--- src/rtl/amf_scan_ctrl.sv ---
// amf_scan_ctrl: raster-scan sequencer for the adaptive median filter.
// Requests window stats, runs stage A/B, writes each output pixel.
module amf_scan_ctrl #(
  parameter int IMG_W   = 64,
  parameter int IMG_H   = 64,
  parameter int DW      = 8,
  parameter int XW      = 6,
  parameter int YW      = 6,
  parameter int AW      = 12,
  parameter int MAX_LVL = 2
) (
  input  logic          clk,
  input  logic          rst,
  input  logic          start,
  output logic          busy,
  output logic          endF,
  output logic          win_req,
  input  logic          win_rdy,
  output logic [XW-1:0] win_x,
  output logic [YW-1:0] win_y,
  output logic [1:0]    win_lvl,
  input  logic          st_valid,
  input  logic [DW-1:0] zmin,
  input  logic [DW-1:0] zmed,
  input  logic [DW-1:0] zmax,
  input  logic [DW-1:0] zxy,
  output logic          wr_en,
  output logic [AW-1:0] wr_addr,
  output logic [DW-1:0] wr_data,
  output logic [AW:0]   repl_cnt
);

  typedef enum logic [2:0] {
    S_IDLE,
    S_REQ,
    S_WAIT,
    S_EVAL,
    S_WRITE,
    S_DONE
  } state_t;

  localparam logic [AW:0] ONE = 1;

  state_t        state_q, state_d;
  logic [XW-1:0] x_q, x_d;
  logic [YW-1:0] y_q, y_d;
  logic [1:0]    lvl_q, lvl_d;
  logic [DW-1:0] min_q, min_d;
  logic [DW-1:0] med_q, med_d;
  logic [DW-1:0] max_q, max_d;
  logic [DW-1:0] cxy_q, cxy_d;
  logic [DW-1:0] out_q, out_d;
  logic [AW:0]   repl_q, repl_d;

  logic stage_a;
  logic keep_c;
  logic last_x;
  logic last_y;

  assign stage_a = (min_q < med_q) && (med_q < max_q);
  assign keep_c  = (min_q < cxy_q) && (cxy_q < max_q);
  assign last_x  = (x_q == XW'(IMG_W - 1));
  assign last_y  = (y_q == YW'(IMG_H - 1));

  assign busy     = (state_q != S_IDLE) && (state_q != S_DONE);
  assign endF     = (state_q == S_DONE);
  assign win_req  = (state_q == S_REQ);
  assign wr_en    = (state_q == S_WRITE);
  assign win_x    = x_q;
  assign win_y    = y_q;
  assign win_lvl  = lvl_q;
  assign wr_addr  = AW'(y_q) * AW'(IMG_W) + AW'(x_q);
  assign wr_data  = out_q;
  assign repl_cnt = repl_q;

  // State and datapath registers; reset abandons any frame in flight.
  always_ff @(posedge clk) begin
    if (!rst) begin
      state_q <= S_IDLE;
      x_q     <= '0;
      y_q     <= '0;
      lvl_q   <= '0;
      min_q   <= '0;
      med_q   <= '0;
      max_q   <= '0;
      cxy_q   <= '0;
      out_q   <= '0;
      repl_q  <= '0;
    end else begin
      state_q <= state_d;
      x_q     <= x_d;
      y_q     <= y_d;
      lvl_q   <= lvl_d;
      min_q   <= min_d;
      med_q   <= med_d;
      max_q   <= max_d;
      cxy_q   <= cxy_d;
      out_q   <= out_d;
      repl_q  <= repl_d;
    end
  end

  // Next-state: scan order, level escalation and the A/B decision.
  always_comb begin
    state_d = state_q;
    x_d     = x_q;
    y_d     = y_q;
    lvl_d   = lvl_q;
    min_d   = min_q;
    med_d   = med_q;
    max_d   = max_q;
    cxy_d   = cxy_q;
    out_d   = out_q;
    repl_d  = repl_q;
    unique case (state_q)
      S_IDLE, S_DONE: begin
        if (start) begin
          state_d = S_REQ;
          x_d     = '0;
          y_d     = '0;
          lvl_d   = '0;
          repl_d  = '0;
        end
      end
      S_REQ: begin
        if (win_rdy) state_d = S_WAIT;
      end
      S_WAIT: begin
        if (st_valid) begin
          min_d   = zmin;
          med_d   = zmed;
          max_d   = zmax;
          cxy_d   = zxy;
          state_d = S_EVAL;
        end
      end
      S_EVAL: begin
        if (stage_a) begin
          out_d   = keep_c ? cxy_q : med_q;
          state_d = S_WRITE;
        end else if (lvl_q < 2'(MAX_LVL)) begin
          lvl_d   = lvl_q + 2'd1;
          state_d = S_REQ;
        end else begin
          out_d   = med_q;
          state_d = S_WRITE;
        end
      end
      S_WRITE: begin
        if (out_q != cxy_q) repl_d = repl_q + ONE;
        lvl_d = '0;
        if (last_x && last_y) begin
          state_d = S_DONE;
        end else if (last_x) begin
          x_d     = '0;
          y_d     = y_q + 1'b1;
          state_d = S_REQ;
        end else begin
          x_d     = x_q + 1'b1;
          state_d = S_REQ;
        end
      end
      default: state_d = S_IDLE;
    endcase
  end

endmodule

--- config.mk ---
export PLATFORM = sky130hd
export DESIGN_NAME = amf_scan_ctrl
export DESIGN_NICKNAME = d
export VERILOG_FILES = /design/src/rtl/amf_scan_ctrl.sv
export SDC_FILE = /design/constraint.sdc
export NUM_CORES = 1
export LEC_CHECK = 0
export BUFFER_PORTS_ARGS = -buffer_cell sky130_fd_sc_hd__buf_4
export CELL_PAD_IN_SITES_DETAIL_PLACEMENT = 1
export CELL_PAD_IN_SITES_GLOBAL_PLACEMENT = 2
export CORE_ASPECT_RATIO = 1.5
export CORE_MARGIN = 2
export CORE_UTILIZATION = 32
export DETAILED_ROUTE_END_ITERATION = 6
export HOLD_SLACK_MARGIN = 0.15
export PLACE_DENSITY_LB_ADDON = 0.12
export SETUP_SLACK_MARGIN = 0.02
export SLEW_MARGIN = 20
export SYNTH_ARGS = -nofsm -noshare
export SYNTH_HDL_FRONTEND = slang
export SYNTH_SLANG_ARGS = --single-unit
--- constraint.sdc ---
create_clock -name clk -period 3.2 [get_ports clk]
set_input_delay 0.64 -clock clk [delete_from_list [all_inputs] [get_ports clk]]
set_output_delay 0.64 -clock clk [all_outputs]
set_load 0.02 [all_outputs]
==> results.yml, run 1 <==
timing:
  fin_crit_ns: 2.81
  tns_ns: 0
  timing.fmax_mhz: 356
  rsz0062_at_grt: "no"
  finalHoldViolCount: 0
  tightest_slew_ns: 0.843
  clock-skew-final_ns: 0.00503
  setup_violations: 0
  slew_headroom_pct: 43.4
  finalWorstSetupSlack_ns: 0.395
  post-route-period-util_pct: 87.7
  maxSlewViolCount: 0
drt:
  vias: 3517
  drt-initial-drc-count: 132
  viasPerCell: 4.98
  drc: 0
  wl_per_cell_um: 15.9
  ant_nets: 0
  wl_mm: 11.3
  first_pass_iters: 4
logic_synthesis:
  yosysSeqAreaShare_pct: 35.9
  syn_avg_cell_area_um2: 8.30
  ys_ff_latch: 70
  synth-edff-count: 0
  synth_top_flop_cell: "dfxtp_1"
  synth_fp_nets: 538
  syn-cell-area_um2: 3900
  synthCells: 470
  synth_compound_area_share_pct: 16.7
  synth-simple-area-share_pct: 21.8
  synth_adder_area_share_pct: 9.95
  yosysUniqueCellTypes: 49
  yosys_warnings: 0
  synth_mux_area_share_pct: 3.11
  synth-async-reset-ratio_pct: 0
  synth_top_family_by_area: "simple AND/OR/NAND/NOR gates"
  synth_xor_xnor_area_share_pct: 5.39
clock_network:
  cts_tree: "yes"
  clockBufferDepth: 2
  clk_latency_ns: 0.34
  cts_hold_buf: 0
  post_cts_resize_count: 0
  cts.sinks: 70
  numCtsBuffers: 9
  cts_setup_buffers: 0
  ctsRootBufferMaster: "clkbuf_16"
  cts.htree.levels: 3
  clkTransAtPathRegs_ns: 0.06
global_route:
  grt_max_degree: 50
  grt_overflow: 0
  grt_pass1_wl_mm: 18.8
  antenna_found_initial: 0
  first_global_vias: 3618
  grt_usage_pct: 18.3
floorplan:
  die_w_um: 94.1
  die-area_um2: 13100
  num_rows: 49
  start_util_pct: 32.6
  ios: 88
  die_h_um: 139
  core_area_um2: 12000
placed_design:
  placedInstanceArea_um2: 4680
  place.gp.congestion: 0.800
  pre_cts_ws_ns: 0.379
  portBuffers: 87
  dpl.hpwl_mm: 8.68
status:
  status: "completed"
power:
  p_leak_nw: 2.12
  total_power_mw: 2.33
  power.density_nw_per_um2: 468
  peakVddDrop_mv: 0.251
cells_and_area:
  mostFrequentLayoutCells: "97 x buf_4, 75 x nand2_1, 70 x dfxtp_1"
  nets: 616
  final_area_um2: 4980
  layout_commonest_cell: "buf_4"
  area.growth.synth_to_final_pct: 27.7
  fin_util_pct: 41.6
  diodes: 0
  drive_gt1_share_pct: 21.9
worst_setup_path:
  crit_chain: "inv_1, ha_1, and4_1, a2111oi_2, o31ai_1, or4b_1, mux2i_1, a21oi_1"
  crit_path_start_kind: "register"
  cp.required_ns: 3.40
  crit_slowest_cell: "or4b_1"
  cp-end-kind: "register"
  cpLargestDelayFamily: "simple AND/OR/NAND/NOR gates"
  max_stage_delay_ns: 0.82
  cp_max_fo: 8
  path_buf_inv: 1
  critPathArrivalTime_ns: 3.01
  crit_type: "reg -> reg"
min_path:
  hold_class: "reg -> reg"
run:
  drv_cap: 0
==> flip-flops by register name, indices dropped and copies added (netlist names) <==
signal	cells
min_q	8
win_lvl	2
repl_cnt	13
cxy_q	8
max_q	8
win_x	6
wr_data	8
med_q	8
win_y	6
state_q	3
==> area by class of cell <==
class / instances / area, um^2
clock buffers: 12 / 256
repair buffers: 98 / 748
multi-input cells: 340 / 2230
flip-flops and latches: 70 / 1400
fillers: 1470 / 6980
clock inverters: 4 / 45.0
well taps: 153 / 191
inverters: 29 / 109
==> worst register-to-register path, delay by kind of cell (launching register included) <==
family	cells	cell delay, ns
AO/OA/AOI/OAI	3	0.64
adder cells (fa/ha/maj)	1	0.31
buffers and inverters	1	0.06
flip-flops	1	0.38
multiplexers	1	0.24
AND/OR/NAND/NOR	2	1.03
==> cells in the mapped netlist, types with 7 or more instances <==
cell,count,area [um^2]
mux2i_1,11,110
nand4_1,12,75.1
nand3_1,14,70.1
clkbuf_1,15,56.3
a21boi_1,26,195
nand2_1,75,282
ha_1,31,388
xor2_1,18,158
and3_1,7,43.8
nor2_1,30,113
a21oi_1,18,90.1
a21boi_0,8,60.1
buf_4,13,97.6
dfxtp_1,70,1400
inv_1,27,101
o21ai_0,13,65.1
==> where the power goes <==
part           total [mW]  leakage, nW  internal, mW  switching, mW
Sequential          0.940        0.565         0.899         0.0409
Clock                1.02        0.152         0.642          0.383
Combinational       0.365         1.40         0.162          0.203
==> layer usage <==
metal | share of wire (%) | vias to the layer above | global-route usage [%]
met1 | 41 | 1672 | 21.1
met4 | 1.6 | 0 | 5.49
li1 | - | 1769 | -
met5 | 0 | - | 0
met2 | 55 | 67 | 33.6
met3 | 3.1 | 9 | 3.32
==> stage by stage <==
step                hold slack (ns)  cells
floorplan                     0.435    470
global placement              0.447    690
detailed placement            0.459    690
CTS                           0.467    706
global route                  0.485    706
finish                        0.463    706
==> cell families after synthesis <==
group | after synthesis
compound gates | 95
xor+xnor | 24
fa+ha+maj | 31
buf+inv | 60
flops | 70
mux | 12
simple gates | 178
==> path summary, 6_finish.rpt <==
kind                                from    endpoint  cells past startpoint  slack [ns]
worst max-delay path            med_q[7]  wr_data[7]                      8        0.39
worst min-delay path            max_q[6]    max_q[6]                      2        0.46
worst max register to register  med_q[7]  wr_data[7]                      8        0.39
worst min register to register  max_q[6]    max_q[6]                      2        0.46
No activity file was read; power rests on OpenSTA's default activity.
==> inputs of run 2 (changes only) <==
Settings changed: CORE_ASPECT_RATIO 1.5 to default.
==> run 2 against run 1 <==
Register-to-register slack improved by 0.05 ns; setup slack gained 0.046 ns; worst hold slack got worse by 0.0074 ns; utilization down 0.54 points; highest routed layer unchanged.
==> results.yml, run 2 (same netlist as run 1, synthesis figures left out) <==
floorplan:
  die-area_um2: 13100
  die_w_um: 114
  num_rows: 40
  start_util_pct: 32.6
  die_h_um: 114
  core_area_um2: 12000
  ios: 88
cells_and_area:
  fillerInstances: 1440
  fin_util_pct: 41.1
  mostFrequentLayoutCells: "95 x buf_4, 75 x nand2_1, 70 x dfxtp_1"
  multiInputGateArea_um2: 2230
  diodes: 0
  nets: 613
  layout_commonest_cell: "buf_4"
  drive_gt1_share_pct: 20.9
  final_area_um2: 4920
  regArea_um2: 1400
  area.growth.synth_to_final_pct: 26.1
  largest_reg_flops: 13
global_route:
  antenna_found_initial: 0
  grt_usage_pct: 17.1
  grt_pass1_wl_mm: 17.5
  grt_max_degree: 50
  grt_overflow: 0
  first_global_vias: 3501
clock_network:
  cts_hold_buf: 0
  cts.htree.levels: 3
  ctsRootBufferMaster: "clkbuf_16"
  clockBufferDepth: 2
  clkTransAtPathRegs_ns: 0.05
  cts.sinks: 70
  post_cts_resize_count: 0
  numCtsBuffers: 9
  cts_setup_buffers: 0
  clk_latency_ns: 0.34
  cts_tree: "yes"
worst_setup_path:
  rr_endpoint: "wr_data[7]"
  critPathArrivalTime_ns: 2.98
  reg2reg_from: "med_q[7]"
  crit_path_start: "med_q[7]"
  reg2reg_setup_slack_ns: 0.44
  crit_path_start_kind: "register"
  cp-end-kind: "register"
  ff2ff_path_depth: 8
  crit_type: "reg -> reg"
  cp.required_ns: 3.42
  cp_max_fo: 8
timing:
  tns_ns: 0
  whs_ns: 0.456
  timing.fmax_mhz: 362
  maxSlewViolCount: 0
  finalWorstSetupSlack_ns: 0.441
  slew_headroom_pct: 40.2
  rsz0062_at_grt: "no"
  clock-skew-final_ns: 0.00404
  setup_violations: 0
  fin_crit_ns: 2.76
  tightest_slew_ns: 0.890
  post-route-period-util_pct: 86.2
  finalHoldViolCount: 0
drt:
  drt-initial-drc-count: 121
  ant_nets: 0
  first_pass_iters: 4
  wl_mm: 10.7
  vias: 3478
  viasPerCell: 4.99
  drc: 0
  wl_per_cell_um: 15.3
placed_design:
  pre_cts_ws_ns: 0.435
  placedInstanceArea_um2: 4630
  place.gp.congestion: 0.783
  dpl.hpwl_mm: 8.05
  portBuffers: 87
min_path:
  worstHoldStart: "max_q[5]"
  whs_endpoint: "max_q[5]"
  worstHoldPathCells: 2
  hold_class: "reg -> reg"
power:
  peakVddDrop_mv: 0.313
  p_leak_nw: 2.08
  power.density_nw_per_um2: 458
status:
  status: "completed"
run:
  drv_cap: 0
## run 2: stage by stage
| step | total power [mW] | std cells |
|---|---|---|
| 3_3_place_gp | 1.32 | 681 |
| 5_1_grt | 2.38 | 697 |
| 4_1_cts | 2.30 | 697 |
| 2_1_floorplan | 1.19 | 470 |
| 3_5_place_dp | 1.32 | 681 |
| 6_report | 2.25 | 697 |
## run 2: cell type report
cell class | instances | share of cell area (%)
sequential | 70 | 28.5
multi-input combinational | 340 | 45.3
timing repair buffer | 95 | 14.5
tap | 147 | 3.74
inverter | 29 | 2.21
clock buffer | 16 | 5.73
## run 2: metal layers
layer,GRT usage [%],vias up,wire (um)
met4,3.98,0,102
met3,5.19,8,440
li1,-,1759,-
met1,21.3,1643,4980
met2,29.2,68,5160
met5,0,-,0
## run 2: worst max-delay path by stage
stage	cells past startpoint	endpoint	slack [ns]
after CTS	8	wr_data[4]	0.42
after global placement	8	wr_data[7]	0.49
after floorplan	9	wr_data[0]	0.82
after detailed placement	8	wr_data[4]	0.44
after global routing	8	wr_data[1]	0.25
final	8	wr_data[7]	0.44
## run 2: report_power, final
part | leakage [nW] | switching [mW] | internal, mW
sequential | 0.565 | 0.0414 | 0.899
clock | 0.137 | 0.361 | 0.590
combinational | 1.38 | 0.201 | 0.158
total | 2.08 | 0.603 | 1.65
## run 2: worst max-delay path, stage by stage (launching register included)
cell and delay, ns:
dfxtp_1 0.37, inv_1 0.06, ha_1 0.31, and4_1 0.21
a2111oi_2 0.34, o31ai_1 0.20, or4b_1 0.82, mux2i_1 0.25
a21oi_1 0.08
==> inputs of run 3 (changes only) <==
Clock period 3.2 ns to 2.7 ns, I/O delays scaled along.
==> run 3 against run 2 <==
Die area did not move; via count rose by 0.89%; first-iteration DRC count fell by 1.7%; maximum frequency rose by 10%; wire length rose by 2.9%; setup slack got worse by 0.24 ns; cell count rose by 1.3%; total power rose by 29%; non-clock buffer count rose by 9; sequential cell count did not move; largest power group unchanged; count of clock-buffer cells in the layout fell by 3; utilization rose by 1.0 points.
==> results.yml, run 3 (same netlist as run 1, synthesis figures left out) <==
worst_setup_path:
  crit_path_start_kind: "register"
  cp_max_fo: 8
  crit_chain: "inv_1, ha_1, and4_1, a2111oi_2, o31ai_1, or4b_1, buf_4, mux2i_1, a21oi_1"
  critPathArrivalTime_ns: 2.72
  max_stage_delay_ns: 0.52
  cp.required_ns: 2.92
  cp-end-kind: "register"
  crit_slowest_cell: "or4b_1"
  crit_type: "reg -> reg"
clock_network:
  ctsRootBufferMaster: "clkbuf_16"
  clkTransAtPathRegs_ns: 0.05
  cts.sinks: 70
  cts_tree: "yes"
  clockBufferDepth: 2
  cts.htree.levels: 3
  numCtsBuffers: 9
  clk_latency_ns: 0.34
  cts_setup_buffers: 0
global_route:
  grt_max_degree: 33
  antenna_found_initial: 0
  grt_pass1_wl_mm: 18.0
  first_global_vias: 3618
  grt_usage_pct: 17.5
  grt_overflow: 0
drt:
  ant_nets: 0
  dr_wl_met3_um: 359
  viasPerCell: 4.97
  wl_mm: 11.0
  m1WireLength_mm: 5.07
  top_layer_used: "met4"
  met2WireLength_mm: 5.36
  drc: 0
  drt-initial-drc-count: 119
  first_pass_iters: 3
  wl_per_cell_um: 15.6
  vias: 3509
cells_and_area:
  largest_reg_flops: 13
  layout_commonest_cell: "buf_4"
  nets: 622
  drive_gt1_share_pct: 23.1
  fillerInstances: 1430
  mostFrequentLayoutCells: "104 x buf_4, 75 x nand2_1, 68 x dfxtp_1"
  final_area_um2: 5040
  regArea_um2: 1400
  fin_util_pct: 42.1
  diodes: 0
  multiInputGateArea_um2: 2230
  area.growth.synth_to_final_pct: 29.3
status:
  status: "completed"
placed_design:
  place.gp.congestion: 0.812
  portBuffers: 87
  dpl.hpwl_mm: 8.43
  placedInstanceArea_um2: 4700
  pre_cts_ws_ns: 0.148
timing:
  slew_headroom_pct: 43.8
  finalWorstSetupSlack_ns: 0.202
  fin_crit_ns: 2.50
  clock-skew-final_ns: 0.00726
  tns_ns: 0
  maxSlewViolCount: 0
  rsz0062_at_grt: "no"
  tightest_slew_ns: 0.836
  setup_violations: 0
  timing.fmax_mhz: 400
  finalHoldViolCount: 0
  post-route-period-util_pct: 92.5
floorplan:
  num_rows: 40
  core_area_um2: 12000
  die_h_um: 114
  ios: 88
  start_util_pct: 32.6
  die_w_um: 114
  die-area_um2: 13100
min_path:
  hold_class: "in -> reg"
power:
  peakVddDrop_mv: 0.284
  p_leak_nw: 2.16
  power.density_nw_per_um2: 574
  total_power_mw: 2.90
run:
  drv_cap: 0
==> run 3: changes by cell type in the layout (fill, tap and decap cells not counted), sizes merged <==
| cell | delta |
|---|---|
| bufinv | +2 |
| clkbuf | -3 |
| buf | +9 |
| clkinv | +1 |
==> run 3: where the power goes <==
group | switching [mW] | internal, mW
logic | 0.252 | 0.204
registers | 0.0410 | 1.07
clock network | 0.450 | 0.883
==> run 3: area by class of cell <==
| class | count | share of cell area (%) |
|---|---|---|
| multi-input cells | 340 | 44.2 |
| flip-flops and latches | 70 | 27.8 |
| repair buffers | 104 | 15.5 |
| clock buffers | 13 | 5.36 |
| well taps | 147 | 3.65 |
| inverters | 29 | 2.16 |
| clock inverters | 3 | 1.29 |
==> run 3: timing repair <==
action,in CTS,in global routing
hold buffers,0,0
endpoints found under the setup margin,0,8
gates resized for setup,0,3
hold endpoints to repair,0,0
==> run 3: critical path: cells and delay by family, from the launching register on <==
family                   cells  cell delay [ns]
buffers and inverters        2             0.24
AO/OA/AOI/OAI                3             0.57
adder cells (fa/ha/maj)      1             0.31
AND/OR/NAND/NOR              2             0.74
multiplexers                 1             0.16
flip-flops                   1             0.35
==> run 3: stage by stage <==
step / cells / hold slack (ns)
global placement: 690 / 0.447
finish: 706 / 0.448
floorplan: 470 / 0.435
CTS: 706 / 0.439
global route: 706 / 0.453
detailed placement: 690 / 0.457
==> run 3: final timing paths <==
| kind | start | endpoint | slack (ns) | cells after the start |
|---|---|---|---|---|
| worst max register to register | med_q[7] | wr_data[3] | 0.20 | 9 |
| worst min-delay path | zmin[4] | min_q[4] | 0.45 | 3 |
| worst max-delay path | med_q[7] | wr_data[3] | 0.20 | 9 |
| worst min register to register | max_q[5] | max_q[5] | 0.46 | 2 |
==> run 3: metal layers <==
metal | vias up | track usage, %
li1 | 1786 | -
met1 | 1646 | 21.3
met2 | 64 | 30.2
met3 | 13 | 3.34
met4 | 0 | 6.99
met5 | - | 0
